`src/rtl/reaction_timer_core.sv`:
```
// rtl/reaction_timer_core.sv - reaction timer: random delay, react lamp, BCD reaction time, best score
`timescale 1ns/1ps
module reaction_timer_core #(
  parameter int CLK_HZ    = 50000000,
  parameter int TICK_HZ   = 1000,
  parameter int LFSR_W    = 11,
  parameter int MIN_DELAY = 500,
  parameter int NDIG      = 4,
  parameter int NP        = 2
) (
  input  logic                MAX10_CLK1_50,
  input  logic                reset,
  input  logic                start,
  input  logic [NP-1:0]       react,
  output logic [2:0]          state,
  output logic                led_on,
  output logic [LFSR_W+9:0]   delay_ticks,
  output logic [4*NDIG-1:0]   time_bcd,
  output logic [4*NDIG-1:0]   best_bcd,
  output logic [NP-1:0]       winner,
  output logic                false_start,
  output logic                timeout
);

  localparam int DIV = CLK_HZ / TICK_HZ;
  localparam int PW  = (DIV > 1) ? $clog2(DIV) : 1;
  localparam int DW  = LFSR_W + 10;
  localparam int TW  = 4 * NDIG;
  localparam logic [TW-1:0] ALL9 = {NDIG{4'h9}};

  // Feedback tap masks (bit t-1 set for tap t) of maximal-length polynomials.
  function automatic logic [15:0] lfsr_taps(input int w);
    case (w)
      5:       return 16'h0014;
      6:       return 16'h0030;
      7:       return 16'h0060;
      8:       return 16'h00B8;
      9:       return 16'h0110;
      10:      return 16'h0240;
      11:      return 16'h0500;
      12:      return 16'h0829;
      13:      return 16'h100D;
      14:      return 16'h2015;
      15:      return 16'h6000;
      16:      return 16'hD008;
      default: return 16'h000C;
    endcase
  endfunction

  localparam logic [15:0]       TAP16 = lfsr_taps(LFSR_W);
  localparam logic [LFSR_W-1:0] TAPS  = TAP16[LFSR_W-1:0];

  // Decimal increment: each digit wraps 9->0 and carries into the next.
  function automatic logic [TW-1:0] bcd_inc(input logic [TW-1:0] v);
    logic [TW-1:0] res;
    logic          carry;
    res   = v;
    carry = 1'b1;
    for (int i = 0; i < NDIG; i++) begin
      if (carry) begin
        if (v[4*i +: 4] == 4'd9) begin
          res[4*i +: 4] = 4'd0;
        end else begin
          res[4*i +: 4] = v[4*i +: 4] + 4'd1;
          carry         = 1'b0;
        end
      end
    end
    return res;
  endfunction

  typedef enum logic [2:0] {
    S_IDLE  = 3'b000,
    S_WAIT  = 3'b001,
    S_GO    = 3'b010,
    S_DONE  = 3'b011,
    S_FAULT = 3'b100
  } state_t;

  state_t            r_state;
  state_t            w_next;
  logic              r_start;
  logic              r_armed;
  logic [LFSR_W-1:0] r_lfsr;
  logic [PW-1:0]     r_presc;
  logic [DW-1:0]     r_delay;
  logic [DW-1:0]     r_remain;
  logic [TW-1:0]     r_time;
  logic [TW-1:0]     r_best;
  logic [NP-1:0]     r_winner;
  logic              r_false_start;
  logic              r_timeout;

  logic w_start_edge;
  logic w_any_react;
  logic w_tick;
  logic w_capture;
  logic w_go;
  logic w_dec;
  logic w_fault;
  logic w_win;
  logic w_timeout;
  logic w_inc;

  // r_armed blocks a start held high through reset release from counting as an edge.
  assign w_start_edge = start & ~r_start & r_armed;
  assign w_any_react  = |react;
  assign w_tick       = ((r_state == S_WAIT) || (r_state == S_GO)) && (r_presc == PW'(DIV - 1));

  // State register; unused encodings fall through to IDLE via the next-state default.
  always_ff @(posedge MAX10_CLK1_50 or posedge reset) begin
    if (reset) r_state <= S_IDLE;
    else       r_state <= w_next;
  end

  // Next-state decode and one-cycle datapath strobes; react outranks any tick-driven move.
  always_comb begin
    w_next    = r_state;
    w_capture = 1'b0;
    w_go      = 1'b0;
    w_dec     = 1'b0;
    w_fault   = 1'b0;
    w_win     = 1'b0;
    w_timeout = 1'b0;
    w_inc     = 1'b0;
    case (r_state)
      S_IDLE, S_DONE, S_FAULT: begin
        if (w_start_edge) begin
          w_next    = S_WAIT;
          w_capture = 1'b1;
        end
      end
      S_WAIT: begin
        if (w_any_react) begin
          w_next  = S_FAULT;
          w_fault = 1'b1;
        end else if (w_tick) begin
          if (r_remain <= DW'(1)) begin
            w_next = S_GO;
            w_go   = 1'b1;
          end else begin
            w_dec = 1'b1;
          end
        end
      end
      S_GO: begin
        if (w_any_react) begin
          w_next = S_DONE;
          w_win  = 1'b1;
        end else if (w_tick) begin
          if (r_time == ALL9) begin
            w_next    = S_DONE;
            w_timeout = 1'b1;
          end else begin
            w_inc = 1'b1;
          end
        end
      end
      default: w_next = S_IDLE;
    endcase
  end

  // Start sampling for edge detection, armed once start is seen low after reset.
  always_ff @(posedge MAX10_CLK1_50 or posedge reset) begin
    if (reset) begin
      r_start <= 1'b0;
      r_armed <= 1'b0;
    end else begin
      r_start <= start;
      r_armed <= r_armed | ~start;
    end
  end

  // Free-running Fibonacci LFSR; seeded all ones so it never reaches zero.
  always_ff @(posedge MAX10_CLK1_50 or posedge reset) begin
    if (reset) r_lfsr <= '1;
    else       r_lfsr <= {r_lfsr[LFSR_W-2:0], ^(r_lfsr & TAPS)};
  end

  // Tick prescaler, restarted from zero on every entry to WAIT or GO.
  always_ff @(posedge MAX10_CLK1_50 or posedge reset) begin
    if (reset) begin
      r_presc <= '0;
    end else if (w_capture || w_go) begin
      r_presc <= '0;
    end else if ((r_state == S_WAIT) || (r_state == S_GO)) begin
      r_presc <= w_tick ? '0 : r_presc + 1'b1;
    end else begin
      r_presc <= '0;
    end
  end

  // Round datapath: delay capture, countdown, reaction counter, outcome flags, best score.
  always_ff @(posedge MAX10_CLK1_50 or posedge reset) begin
    if (reset) begin
      r_delay       <= '0;
      r_remain      <= '0;
      r_time        <= '0;
      r_best        <= ALL9;
      r_winner      <= '0;
      r_false_start <= 1'b0;
      r_timeout     <= 1'b0;
    end else begin
      if (w_capture) begin
        r_delay       <= DW'(MIN_DELAY) + DW'(r_lfsr);
        r_remain      <= DW'(MIN_DELAY) + DW'(r_lfsr);
        r_time        <= '0;
        r_winner      <= '0;
        r_false_start <= 1'b0;
        r_timeout     <= 1'b0;
      end
      if (w_dec) r_remain <= r_remain - 1'b1;
      if (w_fault) begin
        r_false_start <= 1'b1;
        r_winner      <= react;
      end
      if (w_win) begin
        r_winner <= react;
        if (r_time < r_best) r_best <= r_time;
      end
      if (w_timeout) begin
        r_timeout <= 1'b1;
        r_winner  <= '0;
      end
      if (w_inc) r_time <= bcd_inc(r_time);
    end
  end

  assign state       = r_state;
  assign led_on      = (r_state == S_GO);
  assign delay_ticks = r_delay;
  assign time_bcd    = r_time;
  assign best_bcd    = r_best;
  assign winner      = r_winner;
  assign false_start = r_false_start;
  assign timeout     = r_timeout;

endmodule

```
`config.mk`:
```
export PLATFORM = sky130hd
export DESIGN_NAME = reaction_timer_core
export DESIGN_NICKNAME = d
export VERILOG_FILES = /design/src/rtl/reaction_timer_core.sv
export SDC_FILE = /design/constraint.sdc
export NUM_CORES = 1
export LEC_CHECK = 0
export CAP_MARGIN = 30
export CORE_MARGIN = 2
export CORE_UTILIZATION = 25
export CTS_CLUSTER_SIZE = 30
export DETAILED_ROUTE_END_ITERATION = 7
export HOLD_SLACK_MARGIN = 0.15
export PLACE_DENSITY = 0.53
export SETUP_SLACK_MARGIN = 0.1
export SKIP_LAST_GASP = 1
export SLEW_MARGIN = 20
export SYNTH_ARGS = -nofsm -noshare
export SYNTH_HDL_FRONTEND = slang
export SYNTH_SLANG_ARGS = --single-unit
export TNS_END_PERCENT = 30
```
`constraint.sdc`:
```
create_clock -name MAX10_CLK1_50 -period 3.6 [get_ports MAX10_CLK1_50]
set_input_delay 0.72 -clock MAX10_CLK1_50 [delete_from_list [all_inputs] [get_ports MAX10_CLK1_50]]
set_output_delay 0.72 -clock MAX10_CLK1_50 [all_outputs]
set_load 0.03 [all_outputs]
```
### Yosys cells after proc, flatten, opt, wreduce, memory -nomap -nowiden

Cells that the tools add are included.

* order comparisons: 2
* bitwise operators: 5
* mux-type cells: 58
* reductions and logical operators: 17
* add/sub/neg operators: 7
* equal/unequal tests: 18

Operators with widths (number)
* two-way mux 16 bit: 5
* two-way mux 21 bit: 2
* equality test 16 bit (second input constant): 2
* two-way mux 1 bit: 32
* two-way mux 4 bit: 7
* <= comparator 21 x 1 -> 1 bit (second input constant): 1
* two-way mux 3 bit: 7
* subtractor 21 x 1 -> 21 bit (second input constant): 1
* adder 16 x 1 -> 16 bit (second input constant): 1
* adder 4 x 1 -> 4 bit (second input constant): 4
* equality test 4 bit (second input constant): 4
* < comparator 16 bit: 1
* adder 9 x 11 -> 12 bit (first input constant): 1
* parity 11 bit: 1
* case mux 3 bit (3 select lines): 1
* two-way mux 2 bit: 4
* AND reduction 2 bit: 4
* nonzero test 2 bit: 4
* equality test 3 x 2 -> 1 bit (second input constant): 2
* inequality test 2 x 1 -> 1 bit (second input constant): 3
* inequality test 3 x 1 -> 1 bit (second input constant): 2
* AND reduction 5 bit: 1
* nonzero test 4 bit: 1
* equality test 3 x 1 -> 1 bit (second input constant): 1
* other kinds (12): 15

* output and inout bits: 61
* logic and storage cells: 122
* flip-flop bits (word level): 110

### Logic depth before layout (Yosys ltp)

Gate-level depths: netlist of the first run.

* word-level depth: 13
* depth in mapped cells: 10
* mapped depth without buffers: 7

### Least setup slack after synthesis of the first run

Ideal clock, no wire load.

* kind: flip-flop to flip-flop
* from: register r_time[1] (netlist: time_bcd[1])
* to: register r_time[14] (netlist: time_bcd[14])
* clock period less this slack: 2.427 ns
* required time: 3.480 ns
* stages on the path, launching flop included: 10
* slack: 1.173 ns
* arrival: 2.307 ns
* cells stage by stage: dfrtp_1 > inv_1 > ha_1 > and3b_1 > buf_2 > and4_4 > buf_6 > or4_1 > buf_2 > a31o_2

* cells in the longest elaborated chain, start to end: 9

RTL lines
* from (decl): line 88 `logic [TW-1:0] r_time;`
* from (signal assigned): line 225 `if (w_inc) r_time <= bcd_inc(r_time);`
* equality test 4 bit: line 61 `if (v[4*i +: 4] == 4'd9) begin`
* two-way mux 1 bit: line 61
* two-way mux 1 bit: line 225
* two-way mux 1 bit: line 60 `if (carry) begin`
* two-way mux 1 bit: line 225
* two-way mux 1 bit: line 60
* two-way mux 1 bit: line 225
* inequality test 2 x 1 -> 1 bit (no line)
* AND reduction 2 bit (no line)

Several ways; a longest one is shown, not always the timed one. The select of a mux whose other input is x is not followed.
A chain may end at the register's enable or synchronous reset.

### Final worst setup path of the first run

* from: register r_state[2] (netlist: state[2])
* to: output led_on

* cells in the longest elaborated chain, start to end: 1

RTL lines
* from (decl): line 80 `state_t r_state;`
* from (signal assigned): line 113 `else r_state <= w_next;`
* equality test 3 x 2 -> 1 bit: line 230 `assign led_on = (r_state == S_GO);`
* to (decl): line 16 `output logic led_on,`

Every way passes these cells.

==> results of run 1 <==
==> layer usage <==
metal / up-vias / global-route usage, %
met1: 2385 / 17.0
met3: 15 / 2.95
met2: 96 / 20.2
met5: - / 0
met4: 0 / 3.17
li1: 2435 / -
==> synthesized netlist by cell type, drive strengths merged, types with 4 or more instances <==
cell type   n
nand2      60
and3b       5
o21ai      20
o211ai      7
mux2i      14
ha         27
or2         5
nor4       17
xor2       10
xnor2      11
a221oi     15
nor2       51
inv        27
and3       10
o21a        5
nand3b      4
nor2b       4
a21o        6
nand3      58
or4         8
o2111ai    16
a311o       5
nand2b     10
nor3       20
dfstp      19
or3         5
nand4      13
o31ai       8
a21oi      16
buf        23
clkbuf     20
dfrtp      82
==> worst reg2reg max path, stage by stage, from the launching register on <==
cell	delay [ns]
dfstp_2	0.57
inv_1	0.06
ha_1	0.30
a21oi_1	0.37
nand3_4	0.29
or2_2	0.55
a221oi_1	0.34
nand3_1	0.11
==> layout make-up <==
type,count,area [um^2],share of cell area (%)
multi-input combinational,474,3140,43.9
sequential,101,2550,35.6
timing repair buffer,70,666,9.29
tap,319,399,5.57
clock buffer,12,246,3.44
inverter,27,104,1.45
clock inverter,4,56.3,0.786
==> cells in the final DEF (no fill, tap or decap), types with 7 or more instances in the layout <==
| cell type | Yosys | routed |
|---|---|---|
| nand3_1 | 57 | 57 |
| nor3_1 | 19 | 19 |
| dfstp_2 | 19 | 19 |
| o21ai_0 | 19 | 19 |
| o2111ai_1 | 16 | 16 |
| o211ai_1 | 7 | 7 |
| dfrtp_1 | 82 | 82 |
| clkdlybuf4s50_1 | 0 | 56 |
| a221oi_1 | 15 | 15 |
| ha_1 | 27 | 27 |
| nand2b_1 | 10 | 10 |
| mux2i_1 | 14 | 14 |
| nor2_1 | 50 | 50 |
| and3_1 | 10 | 10 |
| o31ai_1 | 8 | 8 |
| nand4_1 | 12 | 12 |
| a21oi_1 | 16 | 16 |
| clkbuf_16 | 0 | 9 |
| nand2_1 | 60 | 60 |
| xnor2_1 | 11 | 11 |
| buf_4 | 11 | 14 |
| xor2_1 | 10 | 10 |
| conb_1 | 1 | 9 |
| inv_1 | 27 | 26 |
| nor4_1 | 15 | 15 |
==> sequential cells by signal (all words and copies together), names as in the netlist <==
register / count
false_start: 1
r_remain: 21
winner: 2
r_start: 1
state: 3
time_bcd: 16
delay_ticks: 12
best_bcd: 16
r_armed: 1
r_lfsr: 11
r_presc: 16
timeout: 1
==> power groups by stage <==
stage | Sequential, mW | Combinational, mW | Clock (mW)
6_report | 1.35 | 0.645 | 1.01
5_1_grt | 1.37 | 0.714 | 1.09
4_1_cts | 1.35 | 0.656 | 1.05
3_5_place_dp | 1.37 | 0.654 | 0
3_3_place_gp | 1.37 | 0.648 | 0
2_1_floorplan | 1.45 | 0.356 | 0
==> worst paths after layout <==
kind / startpoint / end / slack [ns] / cells after the start
min reg2reg: r_lfsr[0] / r_lfsr[1] / 0.36 / 0
max in group asynchronous: reset / best_bcd[11] / 2.15 / 3
min in group asynchronous: reset / false_start / 0.71 / 2
max reg2reg: best_bcd[15] / best_bcd[10] / 0.87 / 7
min: r_lfsr[0] / r_lfsr[1] / 0.36 / 0
max: state[2] / led_on / 0.81 / 2
==> kinds of logic after synthesis <==
| family | after synthesis | share of synthesized area [%] |
|---|---|---|
| AO/OA/AOI/OAI | 126 | 15.8 |
| XOR/XNOR | 21 | 3.07 |
| adder cells (fa/ha/maj) | 27 | 5.64 |
| buffers and inverters | 70 | 5.49 |
| flip-flops | 101 | 42.6 |
| multiplexers | 14 | 2.34 |
| other | 1 | 0.0626 |
| AND/OR/NAND/NOR | 277 | 25.0 |
==> out/qor.yml, run 1 <==
global_routing:
  antenna_found_initial: 0
  grt_max_degree: 48
  grt_pass1_wl_um: 26000
  gr-total-overflow: 0
  grtUsageTotal_pct: 12.6
  grt_pass1_vias: 4842
timing:
  setup_ws_ns: 0.814
  worst_pin_slew_ns: 0.725
  layout_min_cycle_time_ns: 2.79
  setup_tns_ns: 0
  holdWs_ns: 0.362
  fmax_mhz: 359
  finalSetupViolCount: 0
  hold_violations: 0
  min_period_over_period_pct: 77.4
  clock_skew_ns: 0.0140
  slew_violations: 0
  maxSlewHeadroom_pct: 51.7
  rsz0062_at_grt: "false"
final_layout:
  fill_cells: 2477
  final_cells: 1007
  final_layout_size_suffix_gt1_share_pct: 10.2
  nets: 715
  utilization_pct: 30.5
  diodes: 0
  syn_to_final_growth_pct: 19.6
  final_cell_area_mm2: 0.00716
detailed_routing:
  vias_per_cell: 4.90
  dr.pass1.iters: 4
  wl_met3_um: 534
  drc_errors: 0
  wl_met2_um: 7300
  wl_per_cell_um: 15.6
  highest_layer: "met4"
  antenna_left: 0
  drt_iter0_drc: 248
  num_vias: 4931
  wl_met1_um: 7610
  routed_wl_um: 15700
placed_design:
  place_area_mm2: 0.00686
  io_buffer_count: 56
  pre_cts_slack_ns: 0.540
  dp_hpwl_um: 11000
  globalplace.congestion: 0.750
  dp_cells: 991
synth:
  ys_seq_area_share_pct: 42.6
  synth-seq-cells: 101
  synth_edf_count: 0
  netlist.top_cell.by_area: "dfrtp_1"
  synth.avg_cell_area_um2: 9.41
  synth_top_area_share_pct: 34.2
  synth.area.top_cells: "dfrtp_1 34%, dfstp_2 8.3%, ha_1 5.6%, nand3_1 4.8%, nand2_1 3.8%"
  synthesis.area_mm2: 0.00599
  synthArstFlopShare_pct: 100
  ys.flop_type: "dfrtp_1"
  ys_warn_count: 0
  synth.distinct_cells: 67
  synthCells: 637
worst_setup_path:
  startpoint_type: "register"
  crit_path_max_incr_delay_ns: 0.76
  crit_buf_inv: 1
  crit_slowest_cell: "clkdlybuf4s50_1"
  crit_type: "reg -> out"
  critical_path_arrival_ns: 2.07
  critPathTopFamily: "buffers and inverters"
  required_ns: 2.88
  cp-end-kind: "primary output"
  crit_fanout: 11
  cp_cell_sequence: "nor3b_4 > clkdlybuf4s50_1"
cts:
  ctsHoldBuffers: 0
  clk_latency_ns: 0.36
  htree_levels: 3
  numCtsBuffers: 9
  path_clk_slew_ns: 0.08
  postCtsSetupRepairBufs: 0
  cts_root_buf: "clkbuf_16"
  cts_max_path_buffers: 2
  cts_tree: "done"
  cts_num_sinks: 101
  ctsResizeCount: 0
die:
  start_util_pct: 25.5
  coreArea_mm2: 0.0235
  rows: 56
  io_pins: 66
  fp.dieW_um: 159
  die_y_um: 159
  die_area_mm2: 0.0252
power:
  power.share.clock_pct: 33.7
  seq_power_share_pct: 44.9
  power.switching_uw: 969
  finalPower_mw: 3.01
  comb_power_share_pct: 21.4
  power_density_mw_per_mm2: 421
  p_int_mw: 2.04
  switching_share_pct: 32.2
  ir_drop_mv: 0.273
  p_leak_nw: 3.00
job:
  cap_viol_max_count: 0
outcome:
  status: "complete, no violations"
worst_hold_path:
  hp-class: "reg -> reg"
Power figures use the tool's default switching activity.
==> run 2: changes to the inputs <==
PLACE_DENSITY = 0.54   (was 0.53)
clock period = 2.37 ns   (was 3.6 ns; I/O delays follow)
==> run 2 against run 1 <==
Combinational power grew 78%. Clock skew decreased by 0.0060 ns. Global-route usage grew 0.60 points. Die area unchanged. Register-to-register slack lost 0.73 ns. Final cell count up 4.6%. Largest cell class unchanged.
==> out/qor.yml, run 2 (synthesis gave the netlist of run 1 again) <==
detailed_routing:
  routed_wl_um: 16200  # +3.4%
  drt_iter0_drc: 327  # +32%
  antenna_left: 0  # unchanged
  vias_per_cell: 4.86  # -0.66%
  num_vias: 5122  # +3.9%
  dr.pass1.iters: 5  # +1
  drc_errors: 0  # unchanged
  wl_per_cell_um: 15.4  # -1.1%
final_layout:
  diodes: 0  # unchanged
  largest-register: "r_remain"
  final_layout_size_suffix_gt1_share_pct: 16.6  # +6.4 points
  final_common_cell: "dfrtp_1"
  utilization_pct: 32.4  # +1.8 points
  nets: 761  # +6.4%
  final_cell_mix: "82 x dfrtp_1, 60 x nand2_1, 57 x nand3_1, 56 x buf_4, 55 x clkdlybuf4s50_1"
  syn_to_final_growth_pct: 26.7
  fill_cells: 2483  # +0.24%
  largest_reg_flops: 21  # unchanged
  final_cell_area_mm2: 0.00759  # +6.0%
  multi_input_area_mm2: 0.00319  # +1.4%
  final_cells: 1053  # +4.6%
  seqCellArea_mm2: 0.00255  # unchanged
power:
  comb_power_share_pct: 24.5  # +3.1 points
  power.share.clock_pct: 32.3  # -1.4 points
  power.switching_mw: 1.49  # +54%
  switching_share_pct: 31.9  # -0.30 points
  finalPower_mw: 4.69  # +56%
  p_leak_nw: 3.25  # +8.4%
  p_int_mw: 3.19  # +56%
  ir_drop_mv: 0.397  # +46%
  power_density_mw_per_mm2: 617  # +47%
  seq_power_share_pct: 43.2  # -1.7 points
worst_setup_path:
  cp-end-kind: "register"
  cp_cell_sequence: "inv_1 > ha_1 > and3b_1 > and4_4 > or4_1 > a31o_2"
  critical_path_arrival_ns: 2.48  # +0.41 ns
  startpoint_type: "register"
  crit_path_max_incr_delay_ns: 0.64  # -0.12 ns
  r2r_setup_slack_ns: 0.14  # -0.73 ns
  required_ns: 2.62  # -0.26 ns
  crit_slowest_cell: "or4_1"
  crit_type: "reg -> reg"
  crit_fanout: 8  # -3
cts:
  cts_tree: "done"
  cts_max_path_buffers: 2  # unchanged
  cts_root_buf: "clkbuf_16"
  numCtsBuffers: 9  # unchanged
  cts_num_sinks: 101  # unchanged
  path_clk_slew_ns: 0.07  # about the same
  htree_levels: 3  # unchanged
  clk_latency_ns: 0.35  # about the same
outcome:
  status: "complete, no violations"
timing:
  holdWs_ns: 0.366  # +0.00480 ns
  hold_violations: 0  # unchanged
  layout_min_cycle_time_ns: 2.23
  slew_violations: 0  # unchanged
  finalSetupViolCount: 0  # unchanged
  fmax_mhz: 449
  clock_skew_ns: 0.00803  # -0.00598 ns
  maxSlewHeadroom_pct: 47.8  # -3.9 points
  setup_tns_ns: 0  # unchanged
  worst_pin_slew_ns: 0.783  # +0.0578 ns
  rsz0062_at_grt: "true"
  setup_ws_ns: 0.142  # -0.672 ns
  min_period_over_period_pct: 94.0
placed_design:
  place_area_mm2: 0.00725  # +5.7%
  dp_cells: 1036  # +4.5%
  io_buffer_count: 56  # unchanged
  pre_cts_slack_ns: -0.172  # -0.712 ns
  dp_hpwl_um: 11400  # +3.1%
  globalplace.congestion: 0.754  # +0.56%
job:
  cap_viol_max_count: 0  # unchanged
global_routing:
  grtUsageTotal_pct: 13.1  # +0.60 points
  antenna_found_initial: 0  # unchanged
  grt_pass1_vias: 5171  # +6.8%
  grt_max_degree: 102  # +110%
  gr-total-overflow: 0  # unchanged
  grt_pass1_wl_um: 27400  # +5.3%
die:
  io_pins: 66  # unchanged
  fp.dieW_um: 159  # unchanged
  start_util_pct: 25.5  # unchanged
  die_y_um: 159  # unchanged
  die_area_mm2: 0.0252  # unchanged
  coreArea_mm2: 0.0235  # unchanged
  rows: 56  # unchanged
worst_hold_path:
  hp-class: "reg -> reg"
-- run 2: cell types whose count changed in the layout (fill, tap and decap cells not counted), moves of 2 or more --
cell | previous run | this run
buf_12 | 0 | 4
inv_6 | 2 | 0
nor4_1 | 15 | 13
nor2_1 | 50 | 48
clkinvlp_4 | 0 | 2
clkinv_2 | 0 | 2
buf_4 | 14 | 56
-- run 2: layer usage --
| metal | routed length (um) | global-route usage [%] |
|---|---|---|
| met5 | 0 | 0 |
| met4 | 204 | 3.50 |
| met2 | 7880 | 22.4 |
| met3 | 545 | 2.40 |
| met1 | 7570 | 17.1 |
-- run 2: critical path, delay by kind of cell, from the launching register on --
| family | cells | cell delay, ns |
|---|---|---|
| DFF | 1 | 0.42 |
| buffers and inverters | 1 | 0.08 |
| AOI/OAI and AO/OA | 1 | 0.30 |
| and+or+nand+nor | 3 | 1.10 |
| adders and majority gates | 1 | 0.21 |
-- run 2: power groups by stage --
| stage | registers [mW] | logic, mW | clock network (mW) |
|---|---|---|---|
| floorplan | 2.20 | 0.542 | 0 |
| global placement | 2.04 | 1.15 | 0 |
| detailed placement | 2.04 | 1.15 | 0 |
| CTS | 2.01 | 1.16 | 1.57 |
| global route | 2.05 | 1.26 | 1.63 |
| finish | 2.03 | 1.15 | 1.51 |
-- run 2: path summary, 6_finish.rpt --
check	startpoint	to	depth (start not counted)
min in group asynchronous	reset	winner[0]	3
worst min-delay path	r_lfsr[0]	r_lfsr[1]	0
worst min register to register	r_lfsr[0]	r_lfsr[1]	0
worst max-delay path	time_bcd[1]	time_bcd[15]	6
worst max register to register	time_bcd[1]	time_bcd[15]	6
max in group asynchronous	reset	best_bcd[3]	3
-- run 2: what timing repair did --
action                                  CTS  global route
buffers inserted                          0             1
gates resized for setup                   1             8
endpoints found under the setup margin    4            34
pin swaps                                 0             3
hold buffers                              0             0
-- run 2: final cells by class --
class / count / share of cell area [%]
inverter: 27 / 1.38
timing repair buffer: 116 / 14.0
clock inverter: 4 / 0.626
sequential: 101 / 33.6
clock buffer: 12 / 3.25
multi-input combinational: 474 / 41.9
tap: 319 / 5.26
==> patch: new RTL, flow settings as in run 2 <==
Make the reset (`reset`) synchronous in 5 clocked blocks.
--- a/src/rtl/reaction_timer_core.sv
+++ b/src/rtl/reaction_timer_core.sv
@@ -108,7 +108,7 @@
   assign w_tick       = ((r_state == S_WAIT) || (r_state == S_GO)) && (r_presc == PW'(DIV - 1));
 
   // State register; unused encodings fall through to IDLE via the next-state default.
-  always_ff @(posedge MAX10_CLK1_50 or posedge reset) begin
+  always_ff @(posedge MAX10_CLK1_50) begin
     if (reset) r_state <= S_IDLE;
     else       r_state <= w_next;
   end
@@ -161,7 +161,7 @@
   end
 
   // Start sampling for edge detection, armed once start is seen low after reset.
-  always_ff @(posedge MAX10_CLK1_50 or posedge reset) begin
+  always_ff @(posedge MAX10_CLK1_50) begin
     if (reset) begin
       r_start <= 1'b0;
       r_armed <= 1'b0;
@@ -172,13 +172,13 @@
   end
 
   // Free-running Fibonacci LFSR; seeded all ones so it never reaches zero.
-  always_ff @(posedge MAX10_CLK1_50 or posedge reset) begin
+  always_ff @(posedge MAX10_CLK1_50) begin
     if (reset) r_lfsr <= '1;
     else       r_lfsr <= {r_lfsr[LFSR_W-2:0], ^(r_lfsr & TAPS)};
   end
 
   // Tick prescaler, restarted from zero on every entry to WAIT or GO.
-  always_ff @(posedge MAX10_CLK1_50 or posedge reset) begin
+  always_ff @(posedge MAX10_CLK1_50) begin
     if (reset) begin
       r_presc <= '0;
     end else if (w_capture || w_go) begin
@@ -191,7 +191,7 @@
   end
 
   // Round datapath: delay capture, countdown, reaction counter, outcome flags, best score.
-  always_ff @(posedge MAX10_CLK1_50 or posedge reset) begin
+  always_ff @(posedge MAX10_CLK1_50) begin
     if (reset) begin
       r_delay       <= '0;
       r_remain      <= '0;
Check against the original RTL: differs if reset is asserted again (counterexample within 4 cycles, from zero or initial values and one cycle with reset high); with reset held inactive, the same outputs for 10 cycles.
==> patch against run 2 <==
- area after synthesis fell by 18%
- total power rose by 0.49%
- sequential cell count did not move
- routed wire length fell by 22%
- final area fell by 14%
- worst setup slack improved by 0.0024 ns
- non-clock buffer count rose by 6
- global-route usage fell by 0.69 points
- worst hold slack improved by 0.081 ns
==> patch: results (changes against run 2) <==
| Metric | Value |
|---|---|
| End of the worst register-to-register path | r_remain[6] (was time_bcd[15]) |
| Leak | 0.00254 µW (was 0.00325 µW) |
| Share of cells above drive strength 1 | 18.1% (was 16.6%) |
| Post-synthesis average cell area | 8.54 µm² (was 9.41 µm²) |
| Slowest stage delay, CP | 0.56 ns (was 0.64 ns) |
| Cells after DPL | 939 (was 1036) |
| Grt met1 use | 17.9% (was 17.1%) |
| Worst Hold End | r_lfsr[2] (was r_lfsr[1]) |
| RR Startpoint | r_remain[12] (was time_bcd[1]) |
| TritonRoute pass-1 iters | 4 (was 5) |
| Ranking of synthesized cells by area | dfxtp_1, ha_1, nor2_1 (was dfrtp_1, dfstp_2, ha_1) |
| VDD IR max | 0.000301 V (was 0.000397 V) |
| Critical Path AT | 2.51 ns (was 2.48 ns) |
| Via density | 4.55 (was 4.86) |
| Worst Clk Skew | 0.00947 ns (was 0.00803 ns) |
| Number of global-route vias before repair | 4068 (was 5171) |
| Initial DRC Count | 242 (was 327) |
| GRT met2 Usage | 18.9% (was 22.4%) |
| Netlist cell types | 62 (was 67) |
| R2R cell count | 7 (was 6) |
| Routed Wire Length | 12.6 mm (was 16.2 mm) |
| Post-route insts no fill | 956 (was 1053) |
| Status | complete, no violations (unchanged) |
| # nets final | 718 (was 761) |
| CP Max Fanout | 7 (was 8) |
| Placer Congestion | 0.743 (was 0.754) |
| First-pass GRT wire length | 20.7 mm (was 27.4 mm) |
| Crit-path slowest cell | or4_4 (was or4_1) |
| Slew headroom | 43.6% (was 47.8%) |
| GRT Util Overall | 12.5% (was 13.1%) |
| Met3 WL | 438 µm (was 545 µm) |
| Worst hold path depth | 1 (was 0) |
| Pin count of the biggest net entering global routing | 50 (was 102) |
patch: cell types whose count changed in the layout (fill, tap and decap cells not counted), moves of 10 or more:
cell              run 2  this run
dfxtp_1               0        97
nand3_1              57        20
a221oi_1             15         0
nand2_1              60        50
dfstp_2              19         0
dfrtp_1              82         0
nor2_1               48        58
o2111ai_1            16         1
mux2i_1              14         1
a21oi_1              15        42
patch: area by class of cell:
| type | instances | area, µm² |
|---|---|---|
| Inverter | 29 | 109 |
| Timing Repair Buffer | 122 | 1060 |
| Clock buffer | 9 | 225 |
| Multi-Input combinational cell | 423 | 2740 |
| Fill cell | 2023 | 12800 |
| Tap cell | 265 | 332 |
| Sequential cell | 101 | 2030 |
| Clock inverter | 7 | 62.6 |
patch: worst reg2reg max path: cells and delay by family (launching register included):
kind | cells | cell delay, ns
DFF | 1 | 0.31
buffers and inverters | 1 | 0.16
and+or+nand+nor | 3 | 1.15
AOI/OAI and AO/OA | 3 | 0.55
patch: cells by family (layout without fill, tap and decap cells):
| logic type | Yosys count | after routing | synth area share [%] |
|---|---|---|---|
| muxes | 4 | 4 | 0.970 |
| adders and majority gates | 27 | 27 | 6.89 |
| AOI/OAI and AO/OA | 120 | 120 | 15.7 |
| buffers and inverters | 58 | 167 | 5.21 |
| xor gates and xnor gates | 25 | 25 | 4.47 |
| DFF | 101 | 101 | 41.3 |
| other | 1 | 9 | 0.0765 |
| and+or+nand+nor | 238 | 238 | 25.5 |
patch: timing repair:
| action | 4_1_cts | 5_1_grt |
|---|---|---|
| gates resized for setup | 2 | 19 |
| buffers inserted | 0 | 1 |
| pin swaps | 0 | 4 |
| setup endpoints to repair | 11 | 43 |
| cloned | 0 | 0 |
patch: how the worst max path moves through the flow:
stage                     slack [ns]  cells after the start           end         start
after floorplan                 0.07                      6   r_remain[7]      state[2]
after global placement         -0.17                      7   time_bcd[7]      react[1]
after detailed placement       -0.16                      7   time_bcd[7]      react[1]
after CTS                       0.06                      8   time_bcd[6]   time_bcd[5]
after global routing            0.05                     10  time_bcd[14]   time_bcd[9]
final                           0.14                      7   r_remain[6]  r_remain[12]
patch: metrics by stage:
stage	total power [µW]	setup slack, ns	TNS, ns	area (µm²)	hold slack (ns)
finish	4710	0.144	0	6550	0.447
global route	4970	0.0462	0	6550	0.462
CTS	4740	0.0582	0	6470	0.452
detailed placement	3270	-0.160	-1.22	6180	0.430
global placement	3270	-0.173	-1.32	6180	0.432
floorplan	2740	0.0709	0	4930	0.417
patch: power by group:
group	leakage (µW)	switching [µW]	internal, µW
Combinational	0.00157	770	539
Clock	0.000145	722	742
Sequential	0.000821	109	1830
